[src/rtl/vms_pkg.sv]
// vms_pkg: shared types, default sizes and the lane address helper for the
// vector memory sequencer.
// Contents: vms_state_t (FSM states), default parameter values, IDX_W,
// lane_addr() (base + idx*stride; the caller truncates to its address width).
package vms_pkg;

    localparam int unsigned VMS_LANES  = 16;
    localparam int unsigned VMS_ELEM_W = 16;
    localparam int unsigned VMS_ADDR_W = 19;
    localparam int unsigned VMS_RD_W   = 5;
    localparam int unsigned IDX_W      = $clog2(VMS_LANES);

    typedef enum logic [2:0] {
        IDLE  = 3'd0,
        WRITE = 3'd1,
        READ  = 3'd2,
        DRAIN = 3'd3,
        DONE  = 3'd4
    } vms_state_t;

    // 32-bit arithmetic; the caller truncates, so addresses wrap silently
    function automatic logic [31:0] lane_addr(input logic [31:0] base,
                                              input logic [31:0] idx,
                                              input logic [31:0] stride);
        lane_addr = base + idx * stride;
    endfunction

endpackage

[src/rtl/vms_lane_buffer.sv]
// vms_lane_buffer: LANES x ELEM_W capture register for gathering load lanes.
// Ports:
//   clk, rst     clock, synchronous active-high reset
//   clr_i        synchronous clear of all lanes
//   wr_en_i      write one lane this cycle
//   wr_idx_i     lane index to write
//   wr_data_i    lane data
//   data_o       flat vector, lane i = bits [i*ELEM_W +: ELEM_W]
module vms_lane_buffer #(
    parameter int unsigned LANES  = 16,
    parameter int unsigned ELEM_W = 16,
    parameter int unsigned IDX_W  = $clog2(LANES)
) (
    input  logic                    clk,
    input  logic                    rst,
    input  logic                    clr_i,
    input  logic                    wr_en_i,
    input  logic [IDX_W-1:0]        wr_idx_i,
    input  logic [ELEM_W-1:0]       wr_data_i,
    output logic [LANES*ELEM_W-1:0] data_o
);

    logic [LANES*ELEM_W-1:0] lanes_q;

    // lane storage
    always_ff @(posedge clk) begin
        if (rst || clr_i) begin
            lanes_q <= '0;
        end else if (wr_en_i) begin
            lanes_q[wr_idx_i*ELEM_W +: ELEM_W] <= wr_data_i;
        end
    end

    assign data_o = lanes_q;

endmodule

[src/rtl/vec_mem_sequencer.sv]
// vec_mem_sequencer: serialises one vector load/store of LANES elements onto
// a single-element memory port, one element per cycle, and gathers load lanes
// into a full vector for write-back. Stalls the pipeline while busy.
// Ports:
//   clk, rst                     clock, synchronous active-high reset
//   req_valid/req_ready          request handshake (ready only in IDLE)
//   req_write, req_addr, req_rd  access type, base address, destination reg
//   req_wdata                    store vector
//   req_stride                   element stride (only with VMS_STRIDE_EN)
//   mem_addr, mem_we, mem_wdata  memory request, mem_rdata one cycle later
//   stall                        pipeline freeze, = ~req_ready
//   done, rsp_valid              end-of-access pulse, load response pulse
//   rsp_rd, rsp_data             load destination and gathered vector
// Build option: define VMS_STRIDE_EN for strided access; otherwise stride is 1.
module vec_mem_sequencer
    import vms_pkg::*;
#(
    parameter int unsigned LANES  = VMS_LANES,
    parameter int unsigned ELEM_W = VMS_ELEM_W,
    parameter int unsigned ADDR_W = VMS_ADDR_W,
    parameter int unsigned RD_W   = VMS_RD_W
) (
    input  logic                    clk,
    input  logic                    rst,
    input  logic                    req_valid,
    output logic                    req_ready,
    input  logic                    req_write,
    input  logic [ADDR_W-1:0]       req_addr,
    input  logic [RD_W-1:0]         req_rd,
    input  logic [LANES*ELEM_W-1:0] req_wdata,
`ifdef VMS_STRIDE_EN
    input  logic [ADDR_W-1:0]       req_stride,
`endif
    output logic [ADDR_W-1:0]       mem_addr,
    output logic                    mem_we,
    output logic [ELEM_W-1:0]       mem_wdata,
    input  logic [ELEM_W-1:0]       mem_rdata,
    output logic                    stall,
    output logic                    done,
    output logic                    rsp_valid,
    output logic [RD_W-1:0]         rsp_rd,
    output logic [LANES*ELEM_W-1:0] rsp_data
);

    localparam int unsigned LIDX_W = $clog2(LANES);
    localparam int unsigned VEC_W  = LANES * ELEM_W;
    localparam logic [LIDX_W-1:0] LAST_IDX = LIDX_W'(LANES - 1);

    vms_state_t          state_q, state_d;
    logic [LIDX_W-1:0]   idx_q, idx_d, nxt_idx;
    logic [ADDR_W-1:0]   base_q, base_d, stride_q, stride_d, stride_in;
    logic [RD_W-1:0]     rd_q, rd_d;
    logic [VEC_W-1:0]    wdata_q, wdata_d;
    logic [ADDR_W-1:0]   mem_addr_q, mem_addr_d;
    logic                mem_we_q, mem_we_d;
    logic [ELEM_W-1:0]   mem_wdata_q, mem_wdata_d;
    logic                done_q, done_d, rsp_valid_q, rsp_valid_d;
    logic                ready_q, stall_q;
    logic [VEC_W-1:0]    rsp_data_q, rsp_data_d;
    logic                cap_en, cap_clr;
    logic [LIDX_W-1:0]   cap_idx;
    logic [VEC_W-1:0]    lane_vec;

`ifdef VMS_STRIDE_EN
    assign stride_in = req_stride;
`else
    assign stride_in = ADDR_W'(1);
`endif

    assign nxt_idx = idx_q + LIDX_W'(1);

    // next state, address generation and lane capture control
    always_comb begin
        state_d     = state_q;
        idx_d       = idx_q;
        base_d      = base_q;
        stride_d    = stride_q;
        rd_d        = rd_q;
        wdata_d     = wdata_q;
        mem_addr_d  = mem_addr_q;
        mem_we_d    = 1'b0;
        mem_wdata_d = mem_wdata_q;
        done_d      = 1'b0;
        rsp_valid_d = 1'b0;
        rsp_data_d  = rsp_data_q;
        cap_en      = 1'b0;
        cap_clr     = 1'b0;
        cap_idx     = LAST_IDX;
        case (state_q)
            IDLE: begin
                if (req_valid) begin
                    base_d     = req_addr;
                    stride_d   = stride_in;
                    rd_d       = req_rd;
                    wdata_d    = req_wdata;
                    idx_d      = '0;
                    cap_clr    = 1'b1;
                    mem_addr_d = req_addr;
                    if (req_write) begin
                        state_d     = WRITE;
                        mem_we_d    = 1'b1;
                        mem_wdata_d = req_wdata[ELEM_W-1:0];
                    end else begin
                        state_d = READ;
                    end
                end
            end
            WRITE: begin
                if (idx_q == LAST_IDX) begin
                    state_d = DONE;
                    done_d  = 1'b1;
                end else begin
                    idx_d       = nxt_idx;
                    mem_addr_d  = ADDR_W'(lane_addr(32'(base_q), 32'(nxt_idx), 32'(stride_q)));
                    mem_we_d    = 1'b1;
                    mem_wdata_d = wdata_q[nxt_idx*ELEM_W +: ELEM_W];
                end
            end
            READ: begin
                // read data trails its address by one cycle
                cap_en  = (idx_q != '0);
                cap_idx = idx_q - LIDX_W'(1);
                if (idx_q == LAST_IDX) begin
                    state_d = DRAIN;
                end else begin
                    idx_d      = nxt_idx;
                    mem_addr_d = ADDR_W'(lane_addr(32'(base_q), 32'(nxt_idx), 32'(stride_q)));
                end
            end
            DRAIN: begin
                cap_en      = 1'b1;
                cap_idx     = LAST_IDX;
                state_d     = DONE;
                done_d      = 1'b1;
                rsp_valid_d = 1'b1;
                // top lane of the buffer is still clear here, so OR-in the final element
                rsp_data_d  = lane_vec | {mem_rdata, {(VEC_W-ELEM_W){1'b0}}};
            end
            DONE: begin
                state_d = IDLE;
            end
            default: begin
                state_d = IDLE;
            end
        endcase
    end

    // state and output registers
    always_ff @(posedge clk) begin
        if (rst) begin
            state_q     <= IDLE;
            idx_q       <= '0;
            base_q      <= '0;
            stride_q    <= '0;
            rd_q        <= '0;
            wdata_q     <= '0;
            mem_addr_q  <= '0;
            mem_we_q    <= 1'b0;
            mem_wdata_q <= '0;
            done_q      <= 1'b0;
            rsp_valid_q <= 1'b0;
            rsp_data_q  <= '0;
            ready_q     <= 1'b1;
            stall_q     <= 1'b0;
        end else begin
            state_q     <= state_d;
            idx_q       <= idx_d;
            base_q      <= base_d;
            stride_q    <= stride_d;
            rd_q        <= rd_d;
            wdata_q     <= wdata_d;
            mem_addr_q  <= mem_addr_d;
            mem_we_q    <= mem_we_d;
            mem_wdata_q <= mem_wdata_d;
            done_q      <= done_d;
            rsp_valid_q <= rsp_valid_d;
            rsp_data_q  <= rsp_data_d;
            ready_q     <= (state_d == IDLE);
            stall_q     <= (state_d != IDLE);
        end
    end

    vms_lane_buffer #(
        .LANES  (LANES),
        .ELEM_W (ELEM_W),
        .IDX_W  (LIDX_W)
    ) u_lane_buffer (
        .clk       (clk),
        .rst       (rst),
        .clr_i     (cap_clr),
        .wr_en_i   (cap_en),
        .wr_idx_i  (cap_idx),
        .wr_data_i (mem_rdata),
        .data_o    (lane_vec)
    );

    assign req_ready = ready_q;
    assign stall     = stall_q;
    assign mem_addr  = mem_addr_q;
    assign mem_we    = mem_we_q;
    assign mem_wdata = mem_wdata_q;
    assign done      = done_q;
    assign rsp_valid = rsp_valid_q;
    assign rsp_rd    = rd_q;
    assign rsp_data  = rsp_data_q;

endmodule

[config.mk]
export PLATFORM = sky130hd
export DESIGN_NAME = vec_mem_sequencer
export DESIGN_NICKNAME = d
export VERILOG_FILES = /design/src/rtl/vms_pkg.sv /design/src/rtl/vms_lane_buffer.sv /design/src/rtl/vec_mem_sequencer.sv
export SDC_FILE = /design/constraint.sdc
export NUM_CORES = 2
export LEC_CHECK = 0
export ABC_AREA = 1
export CORE_MARGIN = 4
export CORE_UTILIZATION = 45
export DETAILED_ROUTE_END_ITERATION = 12
export GPL_TIMING_DRIVEN = 0
export HOLD_SLACK_MARGIN = 0.15
export PLACE_DENSITY = 0.82
export REMOVE_ABC_BUFFERS = 1
export SLEW_MARGIN = 20
export SYNTH_ARGS = -nofsm -noshare
export SYNTH_HDL_FRONTEND = slang
export SYNTH_HIERARCHICAL = 1
export SYNTH_SLANG_ARGS = --single-unit
[constraint.sdc]
create_clock -name clk -period 3.46 [get_ports clk]
set_input_delay 0.692 -clock clk [delete_from_list [all_inputs] [get_ports clk]]
set_output_delay 0.692 -clock clk [all_outputs]
set_load 0.02 [all_outputs]
==> impl_summary.log <==
[metrics] placeable core region: 74700 sq um
[metrics] largest fanout of any net on the critical path: 29
[metrics] actual slew at the worst max-slew pin: 0.939 ns
[metrics] hpwl dp: 74.8 mm
[metrics] CTS Sinks: 840
[metrics] portion of the clock cycle consumed by the worst path in the final layout: 0.998
[metrics] first-iteration detailed-routing DRC count: 3253
[metrics] x dimension of the die: 283 um
[metrics] CTS buffer count: 88
[metrics] worst setup path class: reg2reg
[metrics] minimum period implied by the final worst setup slack: 3.45 ns
[metrics] CP max stage delay: 0.51 ns
[metrics] number of nets with antenna violations after detailed routing: 0
[metrics] final setup violation count: 0
[metrics] total number of yosys warnings: 6
[metrics] routed via count: approximately 34000
[metrics] starting density of the core: 0.455
[metrics] grt total ovfl: 0
[metrics] number of placement rows: 100
[metrics] nature of the critical path endpoint: flop
[metrics] Register-to-Register Path Depth: 11
[metrics] final wirelength: around 120 mm
[metrics] type of the most critical hold path: in2reg
[metrics] total power divided by cell area: around 530 nW/um^2
[metrics] smallest setup slack after layout: between 0.005 and 0.006 ns
[metrics] number of maximum-capacitance violations: 0
[metrics] total of hold buffers inserted after clock tree synthesis: 0
[metrics] post-route core utilization: 0.591
[metrics] number of cells in the design after placement: ~6000
[metrics] deepest level of the CTS H-tree: 3
[metrics] type of element launching the critical path: flop
[metrics] placer congestion estimate: between 0.8 and 0.9
[metrics] via-per-instance ratio: 5.47
[metrics] unique cell type count in the Yosys netlist: 45
[metrics] most frequent cell on the critical path: sky130_fd_sc_hd__ha_4
[metrics] Initial DRT Pass Iterations: 6
[metrics] post-synthesis to final-layout area growth: 29.9%
[metrics] launch instance of the worst register-to-register path: idx_q[0]$_SDFFE_PP0P_
[metrics] Hold Fails Final Rpt: 0
[metrics] end of the worst register-to-register path: u_lane_buffer/data_o[157]$_SDFFE_PP0P_
[metrics] maximum root-to-sink buffer count: 3
[metrics] worst vdd rail ir drop: 0.000400 V
[metrics] global-route wire length before repair: 175 mm
[metrics] average wire per cell in the routed design: 19.0 um
[metrics] Synth Area per Inst: 7.27 sq um
[metrics] highest-count cells in the layout ignoring fill and taps: 1382 x sky130_fd_sc_hd__nor2_1, 839 x sky130_fd_sc_hd__dfxtp_1, 782 x sky130_fd_sc_hd__o21ai_0, 599 x sky130_fd_sc_hd__clkdlybuf4s50_1, 368 x sky130_fd_sc_hd__nand2_1
[metrics] Finished Layout Cells: 6169
[metrics] final clock skew: approximately 0.036 ns
[metrics] critical path capture point: u_lane_buffer/data_o[157]$_SDFFE_PP0P_
[metrics] I/O pin total: approximately 600
[metrics] signal arrival time at the worst endpoint: between 3 and 4 ns
[metrics] CTS tree: yes
[metrics] fin nets: 5401
[metrics] leakage power figure: about 18 nW
[metrics] netlist area before placement: 34000 sq um
[metrics] required time at the worst-slack endpoint: 3.98 ns
[metrics] post-place setup slack: -1.33 ns
[metrics] Max Clock Freq: just under 300 MHz
[metrics] Final Slew Violations: 0
[metrics] die height: 283 um
[metrics] die area: 80000 sq um
[metrics] number of port buffers: 600
[metrics] status: completed
[metrics] Synth Instances: ~4700
[metrics] setup repair after global routing missed its margin: yes
[metrics] worst slew margin relative to its limit: 0.373
[metrics] FFs w/ async S/R, synth: 0
[metrics] DRC Markers: 0
[metrics] Post-synth top flop: sky130_fd_sc_hd__dfxtp_1
[metrics] slack of the worst reg-to-reg path: 0.005 ns
[metrics] clock transition at the registers of the reported paths: around 0.060 ns
[metrics] insertion delay to the later sink of the worst-skew pair: approximately 0.63 ns
[metrics] fraction of final layout cells sized beyond drive strength 1: 0.0600
[metrics] startpoint of the worst setup timing path: idx_q[0]$_SDFFE_PP0P_
[metrics] master cell of the clock root buffer: sky130_fd_sc_hd__clkbuf_16
[metrics] crit-path cells: clkinv_2, ha_4, nand2_1, inv_1, ha_4, buf_12, nand4_1, nor2_2, nand2_2, o21ai_0, nor2_1
[metrics] initial antenna violation count: 35
[metrics] commonest non-fill, non-tap cell in the layout: sky130_fd_sc_hd__nor2_1
[metrics] EDFF count, synth: 0
[metrics] largest net degree at the start of global routing: 154
[metrics] post-synthesis sequential area ratio: 0.495
[metrics] vias in the first global route: 31400
[metrics] setup TNS after final layout: 0 ns
[metrics] Worst path slowest cell: sky130_fd_sc_hd__ha_4
[metrics] register bit total from synthesis: 840
[metrics] GRT Total Usage: 0.276
power by group:
part,internal [mW],leakage (nW),switching (mW)
logic,1.24,9.93,1.99
registers,10.1,6.85,0.230
clock network,5.79,1.49,4.10
synth_stat cells (13+ instances only):
cell / number / area share
sky130_fd_sc_hd__nor2_1: 1384 / 0.15
sky130_fd_sc_hd__o21ai_1: 14 / 0.0021
sky130_fd_sc_hd__o21ai_0: 783 / 0.12
sky130_fd_sc_hd__buf_2: 124 / 0.018
sky130_fd_sc_hd__a21oi_2: 13 / 0.0033
sky130_fd_sc_hd__buf_1: 25 / 0.0028
sky130_fd_sc_hd__o211ai_1: 64 / 0.014
sky130_fd_sc_hd__nand3_1: 159 / 0.023
sky130_fd_sc_hd__nand4_1: 33 / 0.0061
sky130_fd_sc_hd__dfxtp_1: 840 / 0.49
sky130_fd_sc_hd__nand2_1: 374 / 0.041
sky130_fd_sc_hd__nand2_2: 17 / 0.0031
sky130_fd_sc_hd__nor3_1: 34 / 0.0050
sky130_fd_sc_hd__inv_1: 257 / 0.028
sky130_fd_sc_hd__buf_4: 18 / 0.0040
sky130_fd_sc_hd__a21oi_1: 279 / 0.041
sky130_fd_sc_hd__inv_2: 18 / 0.0020
sky130_fd_sc_hd__clkbuf_1: 157 / 0.017
worst max-delay path, delay by kind of cell (launching register included):
family	cells	cell delay, ns
adder cells (fa/ha/maj)	2	0.91
AO/OA/AOI/OAI	1	0.34
buffers and inverters	3	0.57
flip-flops	1	0.38
AND/OR/NAND/NOR	5	1.13
kinds of logic (layout without fill, tap and decap cells):
kind of cell	count (synthesis)	count (layout)	share of synthesized area
AOI/OAI and AO/OA	1167	1168	0.179
DFF	840	840	0.495
buffers and inverters	616	1098	0.0774
xor gates and xnor gates	8	8	0.00283
other	0	36	0
and+or+nand+nor	2037	2041	0.242
adders and majority gates	9	9	0.00353
cell type report:
class	instances	area, sq um
Antenna cell	36	90.1
Tap cell	969	1210
Inverter	280	1130
Clock inverter	41	551
Sequential cell	840	16800
Multi-Input combinational cell	3226	14700
Clock buffer	121	2500
Timing Repair Buffer	656	7140
Fill cell	6546	30500
flip-flops by register name, indices dropped and copies added, names as in the netlist:
signal	cells
mem_wdata	16
idx_q	4
mem_addr	19
rsp_valid	1
rsp_data	256
wdata_q	256
done	1
stall	1
base_q	19
req_ready	1
mem_we	1
state_q	3
u_lane_buffer/data_o	256
stride_q	1
rsp_rd	5
per-stage QoR:
stage / total power, mW / area, sq um / hold WS (ns)
global route: 24.4 / 44100 / 0.416
global placement: 13.8 / 39600 / 0.440
CTS: 23.6 / 43900 / 0.398
finish: 23.5 / 44100 / 0.446
detailed placement: 13.7 / 40700 / 0.445
floorplan: 12.4 / 32400 / 0.431
worst min-delay path by stage:
stage | startpoint | to | slack, ns | cells after the start
after floorplan | wdata_q[100]$_SDFFE_PP0P_ | wdata_q[100]$_SDFFE_PP0P_ | 0.43 | 2
after global placement | wdata_q[130]$_SDFFE_PP0P_ | wdata_q[130]$_SDFFE_PP0P_ | 0.44 | 2
after detailed placement | wdata_q[163]$_SDFFE_PP0P_ | wdata_q[163]$_SDFFE_PP0P_ | 0.44 | 2
after CTS | rst | mem_addr[12]$_SDFFE_PP0P_ | 0.40 | 2
after global routing | rst | mem_addr[12]$_SDFFE_PP0P_ | 0.42 | 2
final | rst | mem_addr[12]$_SDFFE_PP0P_ | 0.45 | 2
timing repair:
item                                    4_1_cts  5_1_grt
endpoints found under the setup margin      274      168
setup buffers                                 6       10
gates resized for setup                      20       17
pin swaps                                     4       12
cloned                                        3        2
metal layers:
layer,part of all wire,track usage,up-vias,wire length (um)
met5,0.000094,0,-,11
met2,0.45,0.427,1607,52600
li1,-,-,16000,-
met4,0.063,0.168,2,7410
met1,0.40,0.356,15700,46500
met3,0.089,0.0563,383,10400
Power figures use the tool's default switching activity.
